==> src/rtl/serial_adder_ctrl_if.sv <==
// Handshake/bus bundle for serial_adder_ctrl.
// The optional subtract request exists only when SERIAL_ADDSUB_EN is defined.
//
// Valid/ready rule for both channels: a transfer happens on a rising edge where
// valid and ready are both 1. Once the block raises done_valid it holds it, with
// sum/cout stable, until that transfer. start_ready is high exactly in IDLE.
interface serial_adder_ctrl_if #(
  parameter int WIDTH = 8
);
  logic             start_valid;
  logic             start_ready;
  logic [WIDTH-1:0] a;
  logic [WIDTH-1:0] b;
  logic             cin;
`ifdef SERIAL_ADDSUB_EN
  logic             sub;
`endif
  logic [WIDTH-1:0] sum;
  logic             cout;
  logic             done_valid;
  logic             done_ready;
  logic             busy;

  // Operand source / result consumer side
  modport master (
`ifdef SERIAL_ADDSUB_EN
    output sub,
`endif
    output start_valid, a, b, cin, done_ready,
    input  start_ready, sum, cout, done_valid, busy
  );

  // Adder controller side
  modport slave (
`ifdef SERIAL_ADDSUB_EN
    input  sub,
`endif
    input  start_valid, a, b, cin, done_ready,
    output start_ready, sum, cout, done_valid, busy
  );
endinterface

==> src/rtl/serial_adder_ctrl.sv <==
// Bit-serial WIDTH-bit adder controller: one full_adder reused over WIDTH
// cycles, LSB first, with the carry held in a flop between bits.
// Optional feature macro: SERIAL_ADDSUB_EN (adds a subtract request on io.sub).
module serial_adder_ctrl #(
  parameter int WIDTH = 8
) (
  input  logic               clk,
  input  logic               rst,
  serial_adder_ctrl_if.slave io
);

  localparam int CW = (WIDTH > 1) ? $clog2(WIDTH) : 1;

  typedef enum logic [1:0] {
    IDLE = 2'd0,
    RUN  = 2'd1,
    DONE = 2'd2
  } state_t;

  state_t           state_q, state_d;
  logic [WIDTH-1:0] a_sh_q, a_sh_d;
  logic [WIDTH-1:0] b_sh_q, b_sh_d;
  logic             carry_q, carry_d;
  logic [CW-1:0]    cnt_q, cnt_d;
  logic [WIDTH-1:0] sum_q, sum_d;
  logic             cout_q, cout_d;

  logic fa_add;
  logic fa_cout;

  full_adder u_fa (
    .x   (a_sh_q[0]),
    .y   (b_sh_q[0]),
    .ci  (carry_q),
    .add (fa_add),
    .cout(fa_cout)
  );

  // State and datapath registers; reset abandons any operation in flight
  always_ff @(posedge clk) begin
    if (rst) begin
      state_q <= IDLE;
      a_sh_q  <= '0;
      b_sh_q  <= '0;
      carry_q <= 1'b0;
      cnt_q   <= '0;
      sum_q   <= '0;
      cout_q  <= 1'b0;
    end else begin
      state_q <= state_d;
      a_sh_q  <= a_sh_d;
      b_sh_q  <= b_sh_d;
      carry_q <= carry_d;
      cnt_q   <= cnt_d;
      sum_q   <= sum_d;
      cout_q  <= cout_d;
    end
  end

  // Next-state and datapath: load in IDLE, one bit per cycle in RUN, hold in DONE
  always_comb begin
    state_d = state_q;
    a_sh_d  = a_sh_q;
    b_sh_d  = b_sh_q;
    carry_d = carry_q;
    cnt_d   = cnt_q;
    sum_d   = sum_q;
    cout_d  = cout_q;
    case (state_q)
      IDLE: begin
        if (io.start_valid) begin
          a_sh_d  = io.a;
          b_sh_d  = io.b;
          carry_d = io.cin;
`ifdef SERIAL_ADDSUB_EN
          // a - b computed as a + ~b + 1; cin has no meaning here
          if (io.sub) begin
            b_sh_d  = ~io.b;
            carry_d = 1'b1;
          end
`endif
          cnt_d   = '0;
          state_d = RUN;
        end
      end
      RUN: begin
        a_sh_d  = a_sh_q >> 1;
        b_sh_d  = b_sh_q >> 1;
        sum_d   = {fa_add, sum_q[WIDTH-1:1]};
        carry_d = fa_cout;
        cnt_d   = cnt_q + CW'(1);
        if (cnt_q == CW'(WIDTH - 1)) begin
          cout_d  = fa_cout;
          state_d = DONE;
        end
      end
      DONE: begin
        if (io.done_ready) begin
          state_d = IDLE;
        end
      end
      default: state_d = IDLE;
    endcase
  end

  assign io.start_ready = (state_q == IDLE);
  assign io.busy        = (state_q != IDLE);
  assign io.done_valid  = (state_q == DONE);
  assign io.sum         = sum_q;
  assign io.cout        = cout_q;

endmodule

// One-bit full adder shared across all bit positions.
module full_adder (
  input  logic x,
  input  logic y,
  input  logic ci,
  output logic add,
  output logic cout
);
  assign add  = x ^ y ^ ci;
  assign cout = (x & y) | (x & ci) | (y & ci);
endmodule

==> src/flat_wrapper.sv <==
// flat-port wrapper written by rule: the top's interface ports become plain ports
module serial_adder_ctrl_flat 
#(
  parameter int WIDTH = 8
)
  (clk, rst, io_start_valid, io_a, io_b, io_cin, io_done_ready, io_start_ready, io_sum, io_cout, io_done_valid, io_busy);
  serial_adder_ctrl_if #(.WIDTH(WIDTH)) io_i ();
  input  logic clk;
  input  logic rst;
  input wire logic [$bits(io_i.start_valid)-1:0] io_start_valid;
  input wire logic [$bits(io_i.a)-1:0] io_a;
  input wire logic [$bits(io_i.b)-1:0] io_b;
  input wire logic [$bits(io_i.cin)-1:0] io_cin;
  input wire logic [$bits(io_i.done_ready)-1:0] io_done_ready;
  output wire logic [$bits(io_i.start_ready)-1:0] io_start_ready;
  output wire logic [$bits(io_i.sum)-1:0] io_sum;
  output wire logic [$bits(io_i.cout)-1:0] io_cout;
  output wire logic [$bits(io_i.done_valid)-1:0] io_done_valid;
  output wire logic [$bits(io_i.busy)-1:0] io_busy;
  assign io_i.start_valid = io_start_valid;
  assign io_i.a = io_a;
  assign io_i.b = io_b;
  assign io_i.cin = io_cin;
  assign io_i.done_ready = io_done_ready;
  assign io_start_ready = io_i.start_ready;
  assign io_sum = io_i.sum;
  assign io_cout = io_i.cout;
  assign io_done_valid = io_i.done_valid;
  assign io_busy = io_i.busy;
  serial_adder_ctrl #(.WIDTH(WIDTH)) u_core (.clk(clk), .rst(rst), .io(io_i));
endmodule
==> config.mk <==
export PLATFORM = sky130hd
export DESIGN_NAME = serial_adder_ctrl_flat
export DESIGN_NICKNAME = d
export VERILOG_FILES = /design/src/rtl/serial_adder_ctrl_if.sv /design/src/rtl/serial_adder_ctrl.sv /design/src/flat_wrapper.sv
export SDC_FILE = /design/constraint.sdc
export NUM_CORES = 1
export LEC_CHECK = 0
export CAP_MARGIN = 20
export CORE_MARGIN = 1.5
export CORE_UTILIZATION = 44
export CTS_CLUSTER_DIAMETER = 100
export CTS_CLUSTER_SIZE = 30
export DETAILED_ROUTE_END_ITERATION = 16
export PLACE_DENSITY_LB_ADDON = 0.2
export SLEW_MARGIN = 30
export SYNTH_ARGS = -nofsm -noshare
export SYNTH_HDL_FRONTEND = slang
export SYNTH_SLANG_ARGS = --single-unit
==> constraint.sdc <==
create_clock -name clk -period 1 [get_ports clk]
set_input_delay 0.15 -clock clk [delete_from_list [all_inputs] [get_ports clk]]
set_output_delay 0.15 -clock clk [all_outputs]
set_load 0.005 [all_outputs]
==> results.py <==
metrics = {
    "run_status": {
        "outcome": "complete, but fails checks",
        "violations": "setup timing",
    },
    "timing": {
        "finalSetupTns_ps": -6410,
        "period_minus_slack_ps": 1240,
        "tightest_slew_ps": 286,
        "setup_viol": 34,
        "slew_viol_final": 0,
        "max_slew_margin": 0.809,
        "rsz0062_at_grt": "true",
        "fin_crit_sh": 1.24,
        "max_freq_ghz": 0.806,
        "worst_slack_ps": -240,
        "hold_viol": 0,
        "fin_skew_ps": 9.55,
    },
    "detailed_routing": {
        "drt_wl_total_um": 3460,
        "firstDrtPassIters": 4,
        "drc_errors": 0,
        "wl_per_cell_um": 14.5,
        "drtIter0Drc": 31,
        "dr_total_vias": 1208,
        "viasPerCell": 5.08,
        "ant_nets": 0,
    },
    "yosys": {
        "synth_area_per_cell_sq_um": 10.6,
        "syn_area_sq_mm": 0.00148,
        "syn_nets": 163,
        "ys_ff_latch": 31,
        "yosysWarnings": 0,
        "ys_types": 27,
        "syn_inst": 139,
        "yosysSeqAreaShare": 0.420,
    },
    "clock_tree": {
        "cts_tree": "built",
        "numCtsBuffers": 5,
        "clkLatencyLatePin_ps": 340,
        "clkSinkCount": 31,
        "root_buffer": "clkbuf_4",
        "holdBufCountCts": 0,
        "clk_pin_slew_worst_paths_ps": 90,
        "htreeDepth": 2,
        "ctsLongestPathBuffers": 2,
    },
    "global_routing": {
        "grt_usage": 0.201,
        "grt_pass1_wl_um": 5430,
        "grt_pass1_vias": 1216,
        "grt_overflow": 0,
        "grt_antenna_before_repair": 0,
        "grt_max_degree": 32,
    },
    "critical_path": {
        "crit_family": "buffers and inverters",
        "cp_cell_sequence": "buf_6, buf_12, and2b_2, buf_6, a22oi_2, nor2_1",
        "crit_buf_inv": 3,
        "start_kind": "register",
        "slowest_delay_ps": 350,
        "crit_slowest_cell": "dfxtp_2",
        "crit_path_end_kind": "register",
        "worstPathArrival_ps": 1470,
        "crit_path_frequent_cell": "buf_6",
        "required_ps": 1230,
        "cp_max_fo": 6,
        "critPathKind": "register to register",
    },
    "floorplan": {
        "pin_count": 33,
        "die_h_um": 61.0,
        "initial_core_util": 0.472,
        "core_sq_mm": 0.00313,
        "num_rows": 20,
        "dieArea_sq_mm": 0.00371,
        "fp.dieW_um": 61.0,
    },
    "cells_and_area": {
        "final_area_sq_mm": 0.00230,
        "nNetsFinal": 217,
        "syn2layout_area_growth_pct": 55.8,
        "n_antenna_cell": 0,
        "drive_above_1_share": 0.624,
    },
    "power_and_ir_drop": {
        "peakVddDrop_mv": 0.757,
        "power_density_mw_per_mm2": 1260,
        "leakage_nw": 0.869,
    },
    "place": {
        "post-place-ws_ps": -389,
        "dp.final_hpwl_um": 2180,
        "place_area_sq_mm": 0.00202,
        "io_buffer_count": 32,
        "place_congestion": 0.684,
    },
    "worst_hold_path": {
        "hold_class": "input pin to register",
    },
    "job": {
        "maxCapViolations": 0,
    },
}
## worst paths after layout
| check | startpoint | end | slack, ps | depth (start not counted) |
|---|---|---|---|---|
| hold reg to reg | u_core.io.cout$_SDFFE_PP0P_ | u_core.io.cout$_SDFFE_PP0P_ | 470 | 2 |
| setup reg to reg | u_core.state_q[0]$_SDFFE_PP0P_ | u_core.cnt_q[2]$_SDFFE_PP0P_ | -240 | 6 |
| hold / removal | io_b[7] | u_core.b_sh_q[7]$_SDFFE_PP0P_ | 460 | 3 |
| setup / recovery | u_core.state_q[0]$_SDFFE_PP0P_ | u_core.cnt_q[2]$_SDFFE_PP0P_ | -240 | 6 |
## per-stage QoR
stage                     hold WS, ps  cells  utilization  power (mW)
after floorplan                   228    139            -        1.77
after global placement            444    222        0.647        1.94
after detailed placement          458    222        0.647        1.96
after CTS                         444    235        0.702        2.86
after global routing              469    238        0.736        3.02
final                             457    238        0.736        2.89
## cell families after synthesis
kind of cell	share of synthesized area
AND/OR/NAND/NOR	0.155
AO/OA/AOI/OAI	0.210
flip-flops	0.420
multiplexers	0.108
buffers and inverters	0.0762
adder cells (fa/ha/maj)	0.0305
## power by group
part           leakage [nW]  switching (mW)  internal (mW)  total (mW)
logic                 0.570           0.285          0.385       0.670
registers             0.260          0.0675           1.31        1.38
clock network        0.0386           0.430          0.413       0.843
total                 0.869           0.783           2.11        2.89
## area by class of cell
class,count,area [sq um]
multi-input cells,96,927
repair buffers,58,611
flip-flops and latches,31,637
well taps,44,55.1
inverters,1,3.75
fillers,222,826
clock buffers,8,68.8
## metal layers
metal	vias up	routed length, um	global-route usage
met3	7	109	0.0469
met1	583	1410	0.238
met4	0	68	0.102
li1	599	-	-
met5	-	0	0
met2	19	1870	0.341
## layout by cell type (no fill, tap or decap)
cell type	count
buf_2	9
nor2_2	1
and2b_2	1
nand2b_4	1
buf_6	7
inv_2	1
clkdlybuf4s15_2	1
nand2b_1	1
clkbuf_16	2
ha_2	1
fa_2	1
clkbuf_4	5
a22oi_1	2
o21ba_4	1
clkbuf_8	2
nor2b_2	1
nand3b_1	1
buf_12	5
buf_4	13
mux2i_1	15
a22oi_2	2
a21oi_2	10
ha_4	1
nor3b_1	1
or2_4	1
nand2_1	9
dfxtp_1	18
buf_16	1
clkbuf_1	1
o21bai_4	1
nor2_4	14
clkdlybuf4s50_1	20
nor2_1	5
nand2_2	8
mux2i_2	1
a211oi_2	16
dfxtp_2	13
nand3_2	1
## sequential cells by signal (all words and copies together), names as in the netlist
| register | cells |
|---|---|
| u_core.cnt_q | 3 |
| u_core.a_sh_q | 8 |
| u_core.b_sh_q | 8 |
| u_core.carry_q | 1 |
| u_core.io.sum | 8 |
| u_core.io.cout | 1 |
| u_core.state_q | 2 |
## tightest hold or removal path: stages
cell	delay, ps
clkdlybuf4s50_1	460
a22oi_1	70
nor2_1	80
## cells in the mapped netlist
cell type,instances,share of area
o21bai_4,1,0.013
buf_1,1,0.0025
mux2i_1,16,0.11
or2_2,1,0.0042
a211oi_1,1,0.0051
buf_6,4,0.030
ha_1,2,0.017
o21ba_4,1,0.011
and2b_1,1,0.0051
nor2_2,15,0.064
nor3b_1,1,0.0051
nand2b_1,2,0.0085
clkbuf_1,2,0.0051
inv_1,1,0.0025
a21oi_1,10,0.034
nand3b_1,1,0.0051
dfxtp_1,31,0.42
buf_12,2,0.027
a22oi_1,4,0.020
clkbuf_2,1,0.0034
nand3_1,1,0.0034
nor2b_1,1,0.0042
nand2_1,17,0.043
buf_4,1,0.0051
nor2_1,5,0.013
a211oi_2,15,0.13
fa_1,1,0.014
## what timing repair did
item / CTS / global route
resized for setup: 77 / 15
buffers inserted: 4 / 1
endpoints found under the setup margin: 42 / 34
pin swaps: 20 / 12
gates cloned: 1 / 2
Note: power is estimated with default switching activity, not from simulation.
